## src/rtl/vga_axil_slave_ctrl_if.sv

```systemverilog
// AXI4-Lite slave-side channel bundle for the VGA register controller.
// Signal names keep the controller's _i/_o view; the master modport mirrors it.
interface vga_axil_slave_ctrl_if #(
  parameter int AXIL_DATA_WIDTH = 32,
  parameter int AXIL_ADDR_WIDTH = 32
);
  // AW channel
  logic [AXIL_ADDR_WIDTH-1:0]   awaddr_i;
  logic                         awvalid_i;
  logic                         awready_o;
  // W channel
  logic [AXIL_DATA_WIDTH-1:0]   wdata_i;
  logic [AXIL_DATA_WIDTH/8-1:0] wstrb_i;
  logic                         wvalid_i;
  logic                         wready_o;
  // B channel
  logic [1:0]                   bresp_o;
  logic                         bvalid_o;
  logic                         bready_i;
  // AR channel
  logic [AXIL_ADDR_WIDTH-1:0]   araddr_i;
  logic                         arvalid_i;
  logic                         arready_o;
  // R channel
  logic [AXIL_DATA_WIDTH-1:0]   rdata_o;
  logic [1:0]                   rresp_o;
  logic                         rvalid_o;
  logic                         rready_i;

  modport slave (
    input  awaddr_i, awvalid_i, wdata_i, wstrb_i, wvalid_i, bready_i,
           araddr_i, arvalid_i, rready_i,
    output awready_o, wready_o, bresp_o, bvalid_o, arready_o,
           rdata_o, rresp_o, rvalid_o
  );

  modport master (
    output awaddr_i, awvalid_i, wdata_i, wstrb_i, wvalid_i, bready_i,
           araddr_i, arvalid_i, rready_i,
    input  awready_o, wready_o, bresp_o, bvalid_o, arready_o,
           rdata_o, rresp_o, rvalid_o
  );
endinterface

```

## src/rtl/vga_axil_slave_ctrl.sv

```systemverilog
// AXI4-Lite slave that turns single-beat reads/writes into native register-file
// strobes. One outstanding transaction per direction; misaligned or
// out-of-range word addresses answer SLVERR without touching the native side.
module vga_axil_slave_ctrl #(
  parameter  int AXIL_DATA_WIDTH   = 32,
  parameter  int AXIL_ADDR_WIDTH   = 32,
  parameter  int NUM_WORDS         = 16,
  parameter  int SINGLE_PORT       = 0,
  localparam int STRB_WIDTH        = AXIL_DATA_WIDTH / 8,
  localparam int OFFSET            = $clog2(STRB_WIDTH),
  localparam int NATIVE_ADDR_WIDTH = (NUM_WORDS > 1) ? $clog2(NUM_WORDS) : 1
) (
  input  logic                         clk_i,
  input  logic                         arst_n_i,
  vga_axil_slave_ctrl_if.slave         axil,
  output logic                         write_en_o,
  output logic [NATIVE_ADDR_WIDTH-1:0] addr_write_o,
  output logic [AXIL_DATA_WIDTH-1:0]   data_o,
  output logic [STRB_WIDTH-1:0]        strb_o,
  output logic                         read_en_sync_o,
  output logic [NATIVE_ADDR_WIDTH-1:0] addr_read_o,
  input  logic [AXIL_DATA_WIDTH-1:0]   data_i
);

  typedef enum logic [2:0] {W_IDLE, W_HAVE_ADDR, W_HAVE_DATA, W_EXEC, W_RESP} w_state_t;
  typedef enum logic [1:0] {R_IDLE, R_EXEC, R_WAIT, R_RESP} r_state_t;

  localparam logic [1:0] RESP_OKAY   = 2'b00;
  localparam logic [1:0] RESP_SLVERR = 2'b10;

  // Misaligned byte lane or word index past the mapped range.
  function automatic logic addr_err(input logic [AXIL_ADDR_WIDTH-1:0] addr);
    logic [AXIL_ADDR_WIDTH-1:0] word_idx;
    word_idx = addr >> OFFSET;
    return (addr[OFFSET-1:0] != {OFFSET{1'b0}}) ||
           (word_idx >= AXIL_ADDR_WIDTH'(NUM_WORDS));
  endfunction

  function automatic logic [NATIVE_ADDR_WIDTH-1:0] native_addr(input logic [AXIL_ADDR_WIDTH-1:0] addr);
    return addr[OFFSET +: NATIVE_ADDR_WIDTH];
  endfunction

  w_state_t                     w_state_r, w_state_next_s;
  r_state_t                     r_state_r, r_state_next_s;
  logic [AXIL_ADDR_WIDTH-1:0]   aw_addr_r, ar_addr_r, aw_addr_s, rd_addr_s;
  logic [AXIL_DATA_WIDTH-1:0]   wdata_r, wdata_s, data_r, rdata_r;
  logic [STRB_WIDTH-1:0]        wstrb_r, wstrb_s, strb_r;
  logic [NATIVE_ADDR_WIDTH-1:0] addr_write_r, addr_read_r;
  logic [1:0]                   bresp_r, rresp_r;
  logic awready_r, wready_r, arready_r, bvalid_r, rvalid_r, write_en_r, read_en_r;
  logic wr_err_r, rd_err_r;
  logic aw_hs_s, w_hs_s, ar_hs_s, wr_enter_exec_s, wr_fire_next_s, rd_fire_next_s;

  assign aw_hs_s = axil.awvalid_i && awready_r;
  assign w_hs_s  = axil.wvalid_i  && wready_r;
  assign ar_hs_s = axil.arvalid_i && arready_r;

  // Write next-state plus the operand view (this cycle's beat or the held one).
  always_comb begin
    w_state_next_s = w_state_r;
    aw_addr_s      = aw_hs_s ? axil.awaddr_i : aw_addr_r;
    wdata_s        = w_hs_s  ? axil.wdata_i  : wdata_r;
    wstrb_s        = w_hs_s  ? axil.wstrb_i  : wstrb_r;
    case (w_state_r)
      W_IDLE: begin
        if (aw_hs_s && w_hs_s)  w_state_next_s = W_EXEC;
        else if (aw_hs_s)       w_state_next_s = W_HAVE_ADDR;
        else if (w_hs_s)        w_state_next_s = W_HAVE_DATA;
        else                    w_state_next_s = W_IDLE;
      end
      W_HAVE_ADDR: begin
        if (w_hs_s) w_state_next_s = W_EXEC;
        else        w_state_next_s = W_HAVE_ADDR;
      end
      W_HAVE_DATA: begin
        if (aw_hs_s) w_state_next_s = W_EXEC;
        else         w_state_next_s = W_HAVE_DATA;
      end
      W_EXEC: w_state_next_s = W_RESP;
      W_RESP: begin
        if (axil.bready_i) w_state_next_s = W_IDLE;
        else               w_state_next_s = W_RESP;
      end
      default: w_state_next_s = W_IDLE;
    endcase
    wr_enter_exec_s = (w_state_r != W_EXEC) && (w_state_next_s == W_EXEC);
    wr_fire_next_s  = wr_enter_exec_s && !addr_err(aw_addr_s);
  end

  // Read next-state; a single-port write strobe pushes the read strobe out a cycle.
  always_comb begin
    r_state_next_s = r_state_r;
    rd_addr_s      = (r_state_r == R_IDLE) ? axil.araddr_i : ar_addr_r;
    case (r_state_r)
      R_IDLE: begin
        if (ar_hs_s) r_state_next_s = R_EXEC;
        else         r_state_next_s = R_IDLE;
      end
      R_EXEC: begin
        if (read_en_r || rd_err_r) r_state_next_s = R_WAIT;
        else                       r_state_next_s = R_EXEC;
      end
      R_WAIT: r_state_next_s = R_RESP;
      R_RESP: begin
        if (axil.rready_i) r_state_next_s = R_IDLE;
        else               r_state_next_s = R_RESP;
      end
      default: r_state_next_s = R_IDLE;
    endcase
    rd_fire_next_s = (r_state_next_s == R_EXEC) && !addr_err(rd_addr_s) &&
                     !((SINGLE_PORT != 0) && wr_fire_next_s);
  end

  // Write state, captured beats and registered write-side outputs.
  always_ff @(posedge clk_i) begin
    if (!arst_n_i) begin
      w_state_r    <= W_IDLE;
      aw_addr_r    <= {AXIL_ADDR_WIDTH{1'b0}};
      wdata_r      <= {AXIL_DATA_WIDTH{1'b0}};
      wstrb_r      <= {STRB_WIDTH{1'b0}};
      awready_r    <= 1'b1;
      wready_r     <= 1'b1;
      write_en_r   <= 1'b0;
      wr_err_r     <= 1'b0;
      addr_write_r <= {NATIVE_ADDR_WIDTH{1'b0}};
      data_r       <= {AXIL_DATA_WIDTH{1'b0}};
      strb_r       <= {STRB_WIDTH{1'b0}};
      bresp_r      <= RESP_OKAY;
      bvalid_r     <= 1'b0;
    end else begin
      w_state_r  <= w_state_next_s;
      awready_r  <= (w_state_next_s == W_IDLE) || (w_state_next_s == W_HAVE_DATA);
      wready_r   <= (w_state_next_s == W_IDLE) || (w_state_next_s == W_HAVE_ADDR);
      write_en_r <= wr_fire_next_s;
      bvalid_r   <= (w_state_next_s == W_RESP);
      if (aw_hs_s) aw_addr_r <= axil.awaddr_i;
      if (w_hs_s) begin
        wdata_r <= axil.wdata_i;
        wstrb_r <= axil.wstrb_i;
      end
      if (wr_enter_exec_s) wr_err_r <= addr_err(aw_addr_s);
      if (wr_fire_next_s) begin
        addr_write_r <= native_addr(aw_addr_s);
        data_r       <= wdata_s;
        strb_r       <= wstrb_s;
      end
      if (w_state_r == W_EXEC) bresp_r <= wr_err_r ? RESP_SLVERR : RESP_OKAY;
    end
  end

  // Read state, captured address and registered read-side outputs.
  always_ff @(posedge clk_i) begin
    if (!arst_n_i) begin
      r_state_r   <= R_IDLE;
      ar_addr_r   <= {AXIL_ADDR_WIDTH{1'b0}};
      rd_err_r    <= 1'b0;
      arready_r   <= 1'b1;
      read_en_r   <= 1'b0;
      addr_read_r <= {NATIVE_ADDR_WIDTH{1'b0}};
      rdata_r     <= {AXIL_DATA_WIDTH{1'b0}};
      rresp_r     <= RESP_OKAY;
      rvalid_r    <= 1'b0;
    end else begin
      r_state_r <= r_state_next_s;
      arready_r <= (r_state_next_s == R_IDLE);
      read_en_r <= rd_fire_next_s;
      rvalid_r  <= (r_state_next_s == R_RESP);
      if (ar_hs_s) begin
        ar_addr_r <= axil.araddr_i;
        rd_err_r  <= addr_err(axil.araddr_i);
      end
      if (rd_fire_next_s) addr_read_r <= native_addr(rd_addr_s);
      if (r_state_r == R_WAIT) begin
        rdata_r <= rd_err_r ? {AXIL_DATA_WIDTH{1'b0}} : data_i;
        rresp_r <= rd_err_r ? RESP_SLVERR : RESP_OKAY;
      end
    end
  end

  assign axil.awready_o = awready_r;
  assign axil.wready_o  = wready_r;
  assign axil.bresp_o   = bresp_r;
  assign axil.bvalid_o  = bvalid_r;
  assign axil.arready_o = arready_r;
  assign axil.rdata_o   = rdata_r;
  assign axil.rresp_o   = rresp_r;
  assign axil.rvalid_o  = rvalid_r;
  assign write_en_o     = write_en_r;
  assign addr_write_o   = addr_write_r;
  assign data_o         = data_r;
  assign strb_o         = strb_r;
  assign read_en_sync_o = read_en_r;
  assign addr_read_o    = addr_read_r;

endmodule

```

## src/flat_wrapper.sv

```systemverilog
// flat-port wrapper written by rule: the top's interface ports become plain ports
module vga_axil_slave_ctrl_flat 
#(
  parameter  int AXIL_DATA_WIDTH   = 32,
  parameter  int AXIL_ADDR_WIDTH   = 32,
  parameter  int NUM_WORDS         = 16,
  parameter  int SINGLE_PORT       = 0,
  localparam int STRB_WIDTH        = AXIL_DATA_WIDTH / 8,
  localparam int OFFSET            = $clog2(STRB_WIDTH),
  localparam int NATIVE_ADDR_WIDTH = (NUM_WORDS > 1) ? $clog2(NUM_WORDS) : 1
)
  (clk_i, arst_n_i, write_en_o, addr_write_o, data_o, strb_o, read_en_sync_o, addr_read_o, data_i, axil_awaddr_i, axil_awvalid_i, axil_wdata_i, axil_wstrb_i, axil_wvalid_i, axil_bready_i, axil_araddr_i, axil_arvalid_i, axil_rready_i, axil_awready_o, axil_wready_o, axil_bresp_o, axil_bvalid_o, axil_arready_o, axil_rdata_o, axil_rresp_o, axil_rvalid_o);
  vga_axil_slave_ctrl_if #(.AXIL_DATA_WIDTH(AXIL_DATA_WIDTH), .AXIL_ADDR_WIDTH(AXIL_ADDR_WIDTH)) axil_i ();
  input  logic clk_i;
  input  logic arst_n_i;
  output logic write_en_o;
  output logic [NATIVE_ADDR_WIDTH-1:0] addr_write_o;
  output logic [AXIL_DATA_WIDTH-1:0] data_o;
  output logic [STRB_WIDTH-1:0] strb_o;
  output logic read_en_sync_o;
  output logic [NATIVE_ADDR_WIDTH-1:0] addr_read_o;
  input  logic [AXIL_DATA_WIDTH-1:0] data_i;
  input wire logic [$bits(axil_i.awaddr_i)-1:0] axil_awaddr_i;
  input wire logic [$bits(axil_i.awvalid_i)-1:0] axil_awvalid_i;
  input wire logic [$bits(axil_i.wdata_i)-1:0] axil_wdata_i;
  input wire logic [$bits(axil_i.wstrb_i)-1:0] axil_wstrb_i;
  input wire logic [$bits(axil_i.wvalid_i)-1:0] axil_wvalid_i;
  input wire logic [$bits(axil_i.bready_i)-1:0] axil_bready_i;
  input wire logic [$bits(axil_i.araddr_i)-1:0] axil_araddr_i;
  input wire logic [$bits(axil_i.arvalid_i)-1:0] axil_arvalid_i;
  input wire logic [$bits(axil_i.rready_i)-1:0] axil_rready_i;
  output wire logic [$bits(axil_i.awready_o)-1:0] axil_awready_o;
  output wire logic [$bits(axil_i.wready_o)-1:0] axil_wready_o;
  output wire logic [$bits(axil_i.bresp_o)-1:0] axil_bresp_o;
  output wire logic [$bits(axil_i.bvalid_o)-1:0] axil_bvalid_o;
  output wire logic [$bits(axil_i.arready_o)-1:0] axil_arready_o;
  output wire logic [$bits(axil_i.rdata_o)-1:0] axil_rdata_o;
  output wire logic [$bits(axil_i.rresp_o)-1:0] axil_rresp_o;
  output wire logic [$bits(axil_i.rvalid_o)-1:0] axil_rvalid_o;
  assign axil_i.awaddr_i = axil_awaddr_i;
  assign axil_i.awvalid_i = axil_awvalid_i;
  assign axil_i.wdata_i = axil_wdata_i;
  assign axil_i.wstrb_i = axil_wstrb_i;
  assign axil_i.wvalid_i = axil_wvalid_i;
  assign axil_i.bready_i = axil_bready_i;
  assign axil_i.araddr_i = axil_araddr_i;
  assign axil_i.arvalid_i = axil_arvalid_i;
  assign axil_i.rready_i = axil_rready_i;
  assign axil_awready_o = axil_i.awready_o;
  assign axil_wready_o = axil_i.wready_o;
  assign axil_bresp_o = axil_i.bresp_o;
  assign axil_bvalid_o = axil_i.bvalid_o;
  assign axil_arready_o = axil_i.arready_o;
  assign axil_rdata_o = axil_i.rdata_o;
  assign axil_rresp_o = axil_i.rresp_o;
  assign axil_rvalid_o = axil_i.rvalid_o;
  vga_axil_slave_ctrl #(.AXIL_DATA_WIDTH(AXIL_DATA_WIDTH), .AXIL_ADDR_WIDTH(AXIL_ADDR_WIDTH), .NUM_WORDS(NUM_WORDS), .SINGLE_PORT(SINGLE_PORT)) u_core (.clk_i(clk_i), .arst_n_i(arst_n_i), .axil(axil_i), .write_en_o(write_en_o), .addr_write_o(addr_write_o), .data_o(data_o), .strb_o(strb_o), .read_en_sync_o(read_en_sync_o), .addr_read_o(addr_read_o), .data_i(data_i));
endmodule
```

## config.mk

```make
export PLATFORM = sky130hd
export DESIGN_NAME = vga_axil_slave_ctrl_flat
export DESIGN_NICKNAME = d
export VERILOG_FILES = /design/src/rtl/vga_axil_slave_ctrl_if.sv /design/src/rtl/vga_axil_slave_ctrl.sv /design/src/flat_wrapper.sv
export SDC_FILE = /design/constraint.sdc
export NUM_CORES = 1
export LEC_CHECK = 0
export CORE_ASPECT_RATIO = 0.75
export CORE_MARGIN = 2
export CORE_UTILIZATION = 49
export DETAILED_ROUTE_END_ITERATION = 10
export DONT_BUFFER_PORTS = 1
export PLACE_DENSITY = 0.64
export SLEW_MARGIN = 20
export SYNTH_ARGS = -nofsm -noshare
export SYNTH_HDL_FRONTEND = slang
export SYNTH_SLANG_ARGS = --single-unit
```

## constraint.sdc

```tcl
create_clock -name clk_i -period 3.4 [get_ports clk_i]
set_input_delay 0.85 -clock clk_i [delete_from_list [all_inputs] [get_ports clk_i]]
set_output_delay 0.85 -clock clk_i [all_outputs]
set_load 0.005 [all_outputs]
```

### Yosys cells after proc, flatten, opt, wreduce, memory -nomap -nowiden

Index checks and enable logic that the tools add are counted.

* register bits: 194
* input port bits: 139
* output and inout port bits: 87

* order comparisons: 3
* equal/unequal tests: 14
* muxes and demuxes: 18
* reductions and logical operators: 22

Operators by type and width (count)
* 32-bit two-way mux: 4
* 30-bit by 5-bit >= comparator with 1-bit output (second input constant): 3
* 3-bit case mux with 5 select lines: 1
* 3-bit by 2-bit equality test with 1-bit output (second input constant): 4
* 2-bit two-way mux: 6
* 3-bit two-way mux: 3
* 2-bit case mux with 4 select lines: 1
* 1-bit logical AND: 7
* 2-bit equality test (second input constant): 3
* 3-bit by 1-bit equality test with 1-bit output (second input constant): 2
* 3-bit equality test (second input constant): 2
* 3-bit zero test: 2
* 1-bit logical OR: 6
* 2-bit nonzero test: 3
* 2-bit by 1-bit equality test with 1-bit output (second input constant): 2
* 2-bit zero test: 2
* 4-bit two-way mux: 1
* 3-bit by 2-bit != test with 1-bit output (second input constant): 1
* 1-bit zero test: 2
* 1-bit two-way mux: 2

### Longest topological paths before layout

* word-level depth: 8
* mapped depth: 7
* gate-level depth less buffers: 5

### Least setup slack after synthesis

OpenSTA, ideal clock, no wires.

* kind: input-to-reg
* start: input port axil_wvalid_i
* end: register u_core.data_r[10], in the netlist u_core.data_o[10]
* setup time: 121 ps
* arrival: 2173 ps
* data required time: 3279 ps
* slack: 1105 ps
* stages: 7
* path buffers: 2
* cells stage by stage: buf_4 > nand2_4 > mux2_2 > nor3_4 > o211ai_4 > buf_6 > mux2_4

* longest elaborated chain between the ends: 8

Ends and longest elaborated chain
* from (decl): line flat_wrapper.sv:27 `input wire logic [$bits(axil_i.wvalid_i)-1:0] axil_wvalid_i;`
* 1-bit logical AND (*): line vga_axil_slave_ctrl.sv:55 `assign w_hs_s = axil.wvalid_i && wready_r;`
* 2-bit two-way mux: line vga_axil_slave_ctrl.sv:68 `else if (w_hs_s) w_state_next_s = W_HAVE_DATA;`
* 3-bit two-way mux: line vga_axil_slave_ctrl.sv:67 `else if (aw_hs_s) w_state_next_s = W_HAVE_ADDR;`
* 3-bit two-way mux: line vga_axil_slave_ctrl.sv:66 `if (aw_hs_s && w_hs_s) w_state_next_s = W_EXEC;`
* 3-bit case mux with 5 select lines: line vga_axil_slave_ctrl.sv:64 `case (w_state_r)`
* 3-bit by 2-bit equality test with 1-bit output: line vga_axil_slave_ctrl.sv:86 `wr_enter_exec_s = (w_state_r != W_EXEC) && (w_state_next_s == W_EXEC);`
* 1-bit logical AND: line vga_axil_slave_ctrl.sv:86
* 1-bit logical AND: line vga_axil_slave_ctrl.sv:87 `wr_fire_next_s = wr_enter_exec_s && !addr_err(aw_addr_s);`
* to (signal assigned): line vga_axil_slave_ctrl.sv:126 `data_r <= {AXIL_DATA_WIDTH{1'b0}};`
* to (signal assigned): line vga_axil_slave_ctrl.sv:144 `data_r <= wdata_s;`
* to (decl): line vga_axil_slave_ctrl.sv:46 `logic [AXIL_DATA_WIDTH-1:0] wdata_r, wdata_s, data_r, rdata_r;`

Mark *: on every way between the ends. The rest lies on a longest branch, timed or not.
A chain may end at the register's enable or synchronous reset.

### Worst setup path in the final report

* start: register u_core.awready_r, in the netlist u_core.axil.awready_o
* end: register u_core.data_r[22], in the netlist u_core.data_o[22]

* longest elaborated chain between the ends: 7

Ends and longest elaborated chain
* from (decl): line vga_axil_slave_ctrl.sv:50 `logic awready_r, wready_r, arready_r, bvalid_r, rvalid_r, write_en_r, read_en_r;`
* from (signal assigned): line vga_axil_slave_ctrl.sv:132 `awready_r <= (w_state_next_s == W_IDLE) || (w_state_next_s == W_HAVE_DATA);`
* 1-bit logical AND (*): line vga_axil_slave_ctrl.sv:54 `assign aw_hs_s = axil.awvalid_i && awready_r;`
* branches (longest 5 deep; another with 30-bit by 5-bit >= comparator with 1-bit output)
* 1-bit logical AND (*): line vga_axil_slave_ctrl.sv:87

Every way passes the cells marked *.

==> run metrics <==
status=finished clean; first-pass GRT wire length=about 29000 um; clock network fraction of total power=0.405; Row Count=39; Internal=3.645 mW; Tot Pwr=4.829 mW; routed len/inst=roughly 17 um; Max transition margin=0.2962; Switching Fraction=0.2452; Finished Cell Area=8123 um2; Final setup violation count=0; starting density of the core=0.4957; via count=5692; Largest delay share family, worst path=simple AND/OR/NAND/NOR gates; Nets=roughly 950; sequential area share after synthesis=0.5142; Mapped Cells=roughly 850; TritonCTS Sinks=about 190; drt pass-1 iters=5; Setup WS post-layout=between 900 and 1000 ps; crit path buf inv count=1; routability-driven placement congestion ratio=roughly 0.84; Final min period=~2400 ps; highest cell delay on the worst timing path=roughly 530 ps; Crit Path Class=reg2reg; WP data required=around 3700 ps; post-detail-place hpwl=between 10000 and 15000 um; clock skew=~15 ps; Setup Buffers After CTS=0; Post-synth ARST share=0; clk buf depth=2; htree depth=4; CP endpoint kind=register; Final Hold Vio Count=0; P&R area growth vs syn=8.671%; setup TNS=0 ps; core area=approximately 15000 um2; vias in the first global route=approximately 5800; r2r endpoint=u_core.data_o[22]; post-synth cell types=35; final global-route overflow total=0; Post-CTS Resized=0; Worst Max-Slew Pin Slew=around 1100 ps; Die Area=16270 um2; Die Wd=roughly 150 um; CTS tree=done; RSZ-0062 raised after global routing=no; placed cell count=roughly 1000; Leakage=between 3 and 4 nW; CP max stage cell=and2_1; clock transition at the registers of the reported paths=~60 ps; Total Routed Length=approximately 18000 um; Warnings, synthesis=0; DRC errors left=0; CP Cell Sequence=and2_1 > nand4_1 > o22ai_1 > o211ai_4 > buf_12 > mux2_4; hold buffer count at cts=0; most common cell after layout, fill and taps aside=dfxtp_1; TritonCTS buffer count=17; flop-to-flop setup slack=around 970 ps; CP Depth=6; ANT nets after route=0; Clock Tree Root=clkbuf_16; most frequent cells in the layout=dfxtp_1, nand2_1, a21oi_1; Final period util=0.7135; antenna fix cells=0; I/O pin cnt=between 200 and 250; Data arrival, critical path=2730 ps; antenna violations before repair=0; Layout Utilization=0.5387; EDFF count, synth=0; Worst R2R Path Depth=6; clock latency on the worst-skew pair=roughly 420 ps; predominant post-synthesis flop cell=dfxtp_1; count of input and output buffers=0; Starting DRT DRC Count=approximately 330; DP Area=around 7500 um2; HP Class=reg2reg; Critical Path Source Type=register; Sequential Power Share=0.505; gr usage total=0.2172; pin count of the biggest net entering global routing=66; Vias/cell=roughly 5.5; Cell Area, Synth=between 7000 and 8000 um2; worst setup path start=u_core.axil.awready_o; layout cell share with drive strength beyond 1=0.1068; maximum capacitance violations=0; Worst Hold Slack=~450 ps; Die Span Y=around 110 um; P_sw=approximately 1.2 mW; combinational share of power=0.090; RR Startpoint=u_core.axil.awready_o; maximum clock rate=slightly above 400 MHz; highest ir drop seen on vdd=0.3884 mV; Max Fanout on Critical Path=34; Critical Path End=u_core.data_o[22]; final std cells w/o fill=~1000; Final Max Slew Viols=0; post-synthesis register bit count=192; Placement Setup Slack=about 600 ps; Avg Cell Area, Syn=~9 um2; PwrDens=approximately 590 nW/um2
-- area by class of cell --
class                           count  area [um2]
Tap cell                          205       256.5
Clock buffer                       23       467.9
Timing Repair Buffer               10       87.58
Sequential cell                   192        3844
Multi-Input combinational cell    588        3348
Fill cell                        1364        6955
Inverter                            3       13.76
Clock inverter                      8       105.1
-- kinds of logic (layout without fill, tap and decap cells) --
| family | count (synthesis) | count (layout) | share of synthesized area |
|---|---|---|---|
| flops | 192 | 192 | 0.5142 |
| compound gates | 148 | 148 | 0.1033 |
| buf+inv | 66 | 44 | 0.03934 |
| other cells | 1 | 2 | 0.0005017 |
| mux | 51 | 51 | 0.09508 |
| simple gates | 387 | 387 | 0.2476 |
-- Yosys cell counts, drive strengths merged (3+ instances only) --
library cell	n	share of area
buf	10	0.011
nor2	50	0.025
and2	42	0.035
clkbuf	53	0.027
nand3	40	0.027
nor3	3	0.0035
mux2	46	0.088
a31oi	3	0.0025
nand4	3	0.0025
a21oi	135	0.090
dfxtp	192	0.51
mux2i	5	0.0067
nor4	31	0.026
nor3b	32	0.032
nand2	182	0.092
o21ai	5	0.0033
-- state kept, by name (all words and copies together) (netlist names), 2 cells and up --
signal and cells:
u_core.addr_read_o 4, u_core.data_o 32, u_core.strb_o 4, u_core.wstrb_r 4
u_core.r_state_r 2, u_core.addr_write_o 4, u_core.axil.rdata_o 32, u_core.w_state_r 3
u_core.ar_addr_r 32, u_core.wdata_r 32, u_core.aw_addr_r 32
-- worst register-to-register path, delay by kind of cell, from the launching register on --
family          cells  cell delay (ps)
compound gates      2              590
simple gates        2              710
mux                 1              340
buf+inv             1              270
flops               1              420
-- power groups by stage --
stage	sequential (mW)	combinational [mW]	clock, mW
after floorplan	2.46	0.368	0
after global placement	2.48	0.416	0
after detailed placement	2.49	0.435	0
after CTS	2.44	0.436	1.99
after global routing	2.45	0.499	2.08
final	2.44	0.436	1.96
-- routing by layer --
metal / GRT usage / routed length (um) / vias up / share of wire
met5: 0 / 0 / - / 0
met4: 0.06602 / 259 / 0 / 0.015
met3: 0.07037 / 1342 / 17 / 0.077
met2: 0.3515 / 8079 / 180 / 0.46
met1: 0.2774 / 7854 / 2708 / 0.45
li1: - / - / 2787 / -
-- worst min path at each step --
stage,startpoint,to,slack (ps),cells past startpoint
3_3_place_gp,u_core.ar_addr_r[2],u_core.ar_addr_r[2],440,2
6_report,u_core.aw_addr_r[18],u_core.aw_addr_r[18],450,2
4_1_cts,u_core.aw_addr_r[18],u_core.aw_addr_r[18],460,2
3_5_place_dp,u_core.ar_addr_r[4],u_core.ar_addr_r[4],450,2
5_1_grt,u_core.aw_addr_r[21],u_core.aw_addr_r[21],470,2
2_1_floorplan,u_core.ar_addr_r[18],u_core.ar_addr_r[18],430,2
Power figures use the tool's default switching activity.
